[config.mk]
export PLATFORM = sky130hd
export DESIGN_NAME = alu_job_sequencer
export DESIGN_NICKNAME = d
export VERILOG_FILES = /design/src/rtl/alu_job_sequencer.sv
export SDC_FILE = /design/constraint.sdc
export NUM_CORES = 1
export LEC_CHECK = 0
export BUFFER_PORTS_ARGS = -buffer_cell sky130_fd_sc_hd__buf_2
export CORE_ASPECT_RATIO = 1.25
export CORE_MARGIN = 2
export CORE_UTILIZATION = 30
export CTS_CLUSTER_DIAMETER = 120
export CTS_CLUSTER_SIZE = 28
export DETAILED_ROUTE_END_ITERATION = 16
export GPL_TIMING_DRIVEN = 0
export PLACE_DENSITY_LB_ADDON = 0.15
export SYNTH_ARGS = -nofsm -noshare
export SYNTH_HDL_FRONTEND = slang
export SYNTH_SLANG_ARGS = --single-unit
[constraint.sdc]
create_clock -name clk -period 5.8 [get_ports clk]
set_clock_uncertainty 0.1 [all_clocks]
set_input_delay 0.29 -clock clk [delete_from_list [all_inputs] [get_ports clk]]
set_output_delay 0.29 -clock clk [all_outputs]
set_load 0.005 [all_outputs]
[src/rtl/alu_job_sequencer.sv]
// alu_job_sequencer: job FIFO in front of the shared 3-bit ALU datapath.
// Jobs {a, b, op} are queued and issued one at a time. The operands are held
// on alu_* for RESULT_LAT edges. The ALU result is then captured and offered,
// together with the job that produced it, on the res_valid/res_ready port.
module alu_job_sequencer #(
    parameter int DEPTH      = 4,
    parameter int RESULT_LAT = 2
) (
    input  logic                       clk,
    input  logic                       rst_n,
    input  logic                       flush,
    input  logic                       job_valid,
    output logic                       job_ready,
    input  logic [2:0]                 job_a,
    input  logic [2:0]                 job_b,
    input  logic [1:0]                 job_op,
    output logic [2:0]                 alu_a,
    output logic [2:0]                 alu_b,
    output logic [1:0]                 alu_op,
    input  logic [5:0]                 final_in,
    input  logic                       carry,
    output logic                       res_valid,
    input  logic                       res_ready,
    output logic [5:0]                 res_value,
    output logic                       res_carry,
    output logic [2:0]                 res_a,
    output logic [2:0]                 res_b,
    output logic [1:0]                 res_op,
    output logic                       busy,
    output logic [$clog2(DEPTH+1)-1:0] fifo_count
);

    localparam int CW = $clog2(DEPTH + 1);
    localparam int PW = $clog2(DEPTH);
    localparam int LW = (RESULT_LAT > 1) ? $clog2(RESULT_LAT) : 1;

    typedef enum logic [1:0] {S_IDLE, S_WAIT, S_HOLD} state_t;

    typedef struct packed {
        logic [2:0] a;
        logic [2:0] b;
        logic [1:0] op;
    } job_t;

    state_t              state_q, state_d;
    logic [LW-1:0]       lat_cnt_q, lat_cnt_d;
    logic [PW-1:0]       wr_ptr_q, wr_ptr_d, rd_ptr_q, rd_ptr_d;
    logic [CW-1:0]       count_q, count_d;
    job_t [DEPTH-1:0]    mem_q, mem_d;
    logic [2:0]          alu_a_q, alu_a_d, alu_b_q, alu_b_d;
    logic [1:0]          alu_op_q, alu_op_d;
    logic                res_valid_q, res_valid_d;
    logic [5:0]          res_value_q, res_value_d;
    logic                res_carry_q, res_carry_d;
    logic [2:0]          res_a_q, res_a_d, res_b_q, res_b_d;
    logic [1:0]          res_op_q, res_op_d;

    logic                push, pop;
    job_t                head;

    assign job_ready  = (count_q != CW'(DEPTH));
    assign busy       = (state_q != S_IDLE) || (count_q != '0);
    assign fifo_count = count_q;
    assign alu_a      = alu_a_q;
    assign alu_b      = alu_b_q;
    assign alu_op     = alu_op_q;
    assign res_valid  = res_valid_q;
    assign res_value  = res_value_q;
    assign res_carry  = res_carry_q;
    assign res_a      = res_a_q;
    assign res_b      = res_b_q;
    assign res_op     = res_op_q;

    // Next-state: FIFO bookkeeping plus the IDLE -> WAIT -> HOLD issue sequencer.
    always_comb begin
        state_d     = state_q;
        lat_cnt_d   = lat_cnt_q;
        wr_ptr_d    = wr_ptr_q;
        rd_ptr_d    = rd_ptr_q;
        count_d     = count_q;
        mem_d       = mem_q;
        alu_a_d     = alu_a_q;
        alu_b_d     = alu_b_q;
        alu_op_d    = alu_op_q;
        res_valid_d = res_valid_q;
        res_value_d = res_value_q;
        res_carry_d = res_carry_q;
        res_a_d     = res_a_q;
        res_b_d     = res_b_q;
        res_op_d    = res_op_q;
        head        = mem_q[rd_ptr_q];

        // Flush takes priority, so neither a push nor a pop happens on that edge.
        push = job_valid && job_ready && !flush;
        pop  = (state_q == S_IDLE) && (count_q != '0) && !flush;

        if (flush) begin
            // Drop queued and in-flight jobs. Operand and result data are left as they are.
            wr_ptr_d    = '0;
            rd_ptr_d    = '0;
            count_d     = '0;
            lat_cnt_d   = '0;
            res_valid_d = 1'b0;
            state_d     = S_IDLE;
        end else begin
            if (push) begin
                mem_d[wr_ptr_q] = '{a: job_a, b: job_b, op: job_op};
                wr_ptr_d        = wr_ptr_q + PW'(1);
            end
            if (pop) begin
                rd_ptr_d = rd_ptr_q + PW'(1);
            end
            if (push && !pop) begin
                count_d = count_q + CW'(1);
            end else if (pop && !push) begin
                count_d = count_q - CW'(1);
            end

            unique case (state_q)
                S_IDLE: begin
                    if (pop) begin
                        alu_a_d   = head.a;
                        alu_b_d   = head.b;
                        alu_op_d  = head.op;
                        res_a_d   = head.a;
                        res_b_d   = head.b;
                        res_op_d  = head.op;
                        lat_cnt_d = '0;
                        state_d   = S_WAIT;
                    end
                end
                S_WAIT: begin
                    // The result is sampled exactly RESULT_LAT edges after the issue edge.
                    if (lat_cnt_q == LW'(RESULT_LAT - 1)) begin
                        res_value_d = final_in;
                        res_carry_d = carry;
                        res_valid_d = 1'b1;
                        state_d     = S_HOLD;
                    end else begin
                        lat_cnt_d = lat_cnt_q + LW'(1);
                    end
                end
                S_HOLD: begin
                    if (res_ready) begin
                        res_valid_d = 1'b0;
                        state_d     = S_IDLE;
                    end
                end
                default: state_d = S_IDLE;
            endcase
        end
    end

    // State registers. An asynchronous reset clears every register to zero.
    always_ff @(posedge clk or negedge rst_n) begin
        if (!rst_n) begin
            state_q     <= S_IDLE;
            lat_cnt_q   <= '0;
            wr_ptr_q    <= '0;
            rd_ptr_q    <= '0;
            count_q     <= '0;
            mem_q       <= '0;
            alu_a_q     <= '0;
            alu_b_q     <= '0;
            alu_op_q    <= '0;
            res_valid_q <= 1'b0;
            res_value_q <= '0;
            res_carry_q <= 1'b0;
            res_a_q     <= '0;
            res_b_q     <= '0;
            res_op_q    <= '0;
        end else begin
            state_q     <= state_d;
            lat_cnt_q   <= lat_cnt_d;
            wr_ptr_q    <= wr_ptr_d;
            rd_ptr_q    <= rd_ptr_d;
            count_q     <= count_d;
            mem_q       <= mem_d;
            alu_a_q     <= alu_a_d;
            alu_b_q     <= alu_b_d;
            alu_op_q    <= alu_op_d;
            res_valid_q <= res_valid_d;
            res_value_q <= res_value_d;
            res_carry_q <= res_carry_d;
            res_a_q     <= res_a_d;
            res_b_q     <= res_b_d;
            res_op_q    <= res_op_d;
        end
    end

endmodule
==> results.py <==
metrics = {
    "pwr": {
        "leakage_nw": 1.76,
        "power.density_nw_per_um2": 540,
        "peakVddDrop_uv": 225,
        "p_total_mw": 1.94,
    },
    "synth": {
        "yosys_warnings": 0,
        "ys_ff_latch": 58,
        "netlist_instances": 197,
        "synth.distinct_cells": 36,
        "async_flop_share": 1.00,
        "synth.net_count": 222,
        "synth_edf_count": 0,
        "avgSynthCellArea_um2": 14.6,
        "ys_seq_area_frac": 0.505,
        "netlist_area_um2": 2870,
        "synth-main-ff-cell": "dfrtp_1",
    },
    "sta": {
        "rsz0062_at_grt": "no",
        "tightestPinTransition_ps": 651,
        "max_freq_ghz": 0.399,
        "finalSetupTns_ps": 0,
        "post-route-period-util": 0.432,
        "hold_viol": 0,
        "relSlewSlack": 0.566,
        "worst_hold_slack_ps": 97.5,
        "final_max_slew_viol_count": 0,
        "finalCriticalPeriod_ps": 2510,
        "setup_viol": 0,
    },
    "final_layout": {
        "multi_input_area_um2": 1280,
        "final_area_um2": 3600,
        "regArea_um2": 1450,
        "area_growth_pct": 25.4,
        "antenna_cells": 0,
        "stdcell_count": 385,
        "layout.nets": 282,
        "layout-drive-gt1-share": 0.538,
        "nFillCells": 885,
    },
    "drt": {
        "drt_drc_violations_left": 0,
        "viasPerCell": 4.37,
        "antenna_left": 0,
        "totalWireLength_um": 5560,
        "drt_first_pass_iters": 4,
        "drtIter0Drc": 60,
        "wire_per_inst_um": 14.4,
        "dr_total_vias": 1683,
    },
    "clocking": {
        "htreeDepth": 3,
        "cts.sinks": 58,
        "cts_tree": "done",
        "clk_pin_slew_ps": 50,
        "clk_latency_ps": 320,
        "cts-buffers-inserted": 9,
        "cts_root_buf": "clkbuf_16",
        "ctsLongestPathBuffers": 2,
    },
    "placement": {
        "post-place-cells": 368,
        "place.port_buffers": 47,
        "gp_congestion": 0.684,
        "placed_area_um2": 3280,
        "hpwl_um": 3760,
    },
    "setup_path": {
        "cp_data_arrival_time_ps": 2610,
        "critPathMaxFanout": 7,
        "end_kind": "register",
        "worstRegToRegCells": 8,
        "cp.required_ps": 5910,
        "start_kind": "register",
        "path_class": "reg -> reg",
    },
    "flow_run": {
        "drv_cap": 0,
    },
    "floorplan": {
        "fp.dieW_um": 91.5,
        "die_y_um": 113,
        "io_pins": 49,
        "start_util": 0.311,
        "core-area_um2": 9220,
        "row_count": 39,
        "dieArea_um2": 10400,
    },
    "status": {
        "run_status": "finished, final reports clean",
    },
    "grt": {
        "grt_max_degree": 37,
        "antenna_found_initial": 0,
        "grt_pass1_wl_um": 9420,
        "grt_pass1_vias": 1777,
        "grt.overflow.total": 0,
        "grt_usage": 0.119,
    },
    "worst_hold_path": {
        "min_path_type": "in -> reg",
        "whs_path_depth": 2,
    },
}
## power by group
part           switching (mW)  internal (mW)  total [mW]
Sequential              0.108          0.584       0.692
Combinational           0.257          0.440       0.697
Clock                   0.181          0.375       0.556
Total                   0.545           1.40        1.94
## synth_stat cells, types with 2 or more instances
master	count	share of area
dfrtp_1	58	0.51
nand2_1	5	0.0065
nor2_1	15	0.020
mux2_4	32	0.17
nand3_1	2	0.0035
a2111oi_0	2	0.0061
mux4_2	8	0.063
buf_4	8	0.021
nor2b_1	2	0.0044
buf_2	6	0.010
ha_1	4	0.017
a21oi_1	5	0.0087
xor2_1	2	0.0061
nand2b_1	2	0.0044
mux2_2	18	0.071
nor3_1	2	0.0035
inv_1	4	0.0052
nand2_8	3	0.021
buf_6	2	0.0078
## timing repair
action,in CTS,in global routing
resized for setup,0,0
setup endpoints to repair,0,0
buffers inserted,0,0
hold buffers,1,0
endpoints found under the hold margin,22,0
## cell families after synthesis
kind of cell / synth area share
buffers and inverters: 0.0471
DFF: 0.505
and+or+nand+nor: 0.0902
muxes: 0.301
adders and majority gates: 0.0244
xor gates and xnor gates: 0.00915
AOI/OAI and AO/OA: 0.0231
## path summary, 6_finish.rpt
check                                           from                   endpoint  slack [ps]
min                                      final_in[0]   res_value[0]$_DFFE_PN0P_         100
min in group asynchronous                      rst_n       res_a[0]$_DFFE_PN0P_         400
max in group asynchronous                      rst_n   res_value[2]$_DFFE_PN0P_        4600
max reg2reg                fifo_count[1]$_DFFE_PN0P_  fifo_count[2]$_DFFE_PN0P_        3290
min reg2reg                    mem_q[30]$_DFFE_PN0P_      mem_q[30]$_DFFE_PN0P_         400
max                        fifo_count[1]$_DFFE_PN0P_  fifo_count[2]$_DFFE_PN0P_        3290
## cells in the final DEF (no fill, tap or decap), drive strengths merged
master	Yosys	layout
xnor2	1	1
dlygate4sd3	0	1
dfrtp	58	58
or4	1	1
o211a	1	1
mux2	50	50
inv	4	4
a21oi	5	5
clkbuf	1	12
xor2	2	2
fa	1	1
nor3	3	3
nor2b	2	2
nand2b	2	2
nand3	2	2
mux4	8	8
nand2	8	8
nor2	16	16
ha	4	4
a32oi	1	1
clkinv	0	3
and2b	1	1
and4b	1	1
or3b	1	1
o21ai	1	1
bufinv	0	2
nor3b	1	1
a2111oi	2	2
and3b	1	1
and3	1	1
or3	1	1
buf	17	65
## per-layer routing
layer | up-vias | global-route usage | part of all wire
met5 | - | 0 | 0
met4 | 0 | 0.0606 | 0.021
met3 | 11 | 0.0291 | 0.047
met2 | 44 | 0.181 | 0.46
met1 | 825 | 0.157 | 0.47
li1 | 803 | - | -
## stage by stage
stage	worst slack (ps)	utilization
finish	3290	0.391
global route	3140	0.391
CTS	3290	0.391
detailed placement	3300	0.356
global placement	3290	0.354
floorplan	3450	-
## critical path: stages (launching register included)
cell and delay (ps):
dfrtp_1 440, or3b_1 380, buf_2 160, nand2_1 150, nor3b_1 80, fa_1 400
and3_1 150, a32oi_1 180, mux2_2 350
## state kept, by name, indices dropped and copies added (netlist names)
name	count
mem_q	32
wr_ptr_q	2
res_carry	1
res_b	3
res_valid	1
fifo_count	3
res_op	2
res_value	6
rd_ptr_q	2
res_a	3
state_q	2
lat_cnt_q	1
## layout make-up
class / instances / share of cell area
Multi-Input combinational cell: 117 / 0.357
Tap cell: 123 / 0.0427
Buffer: 18 / 0.0333
Clock inverter: 5 / 0.0219
Sequential cell: 58 / 0.403
Timing Repair Buffer: 49 / 0.0736
Clock buffer: 11 / 0.0646
Inverter: 4 / 0.00417
Note: power is estimated with default switching activity, not from simulation.
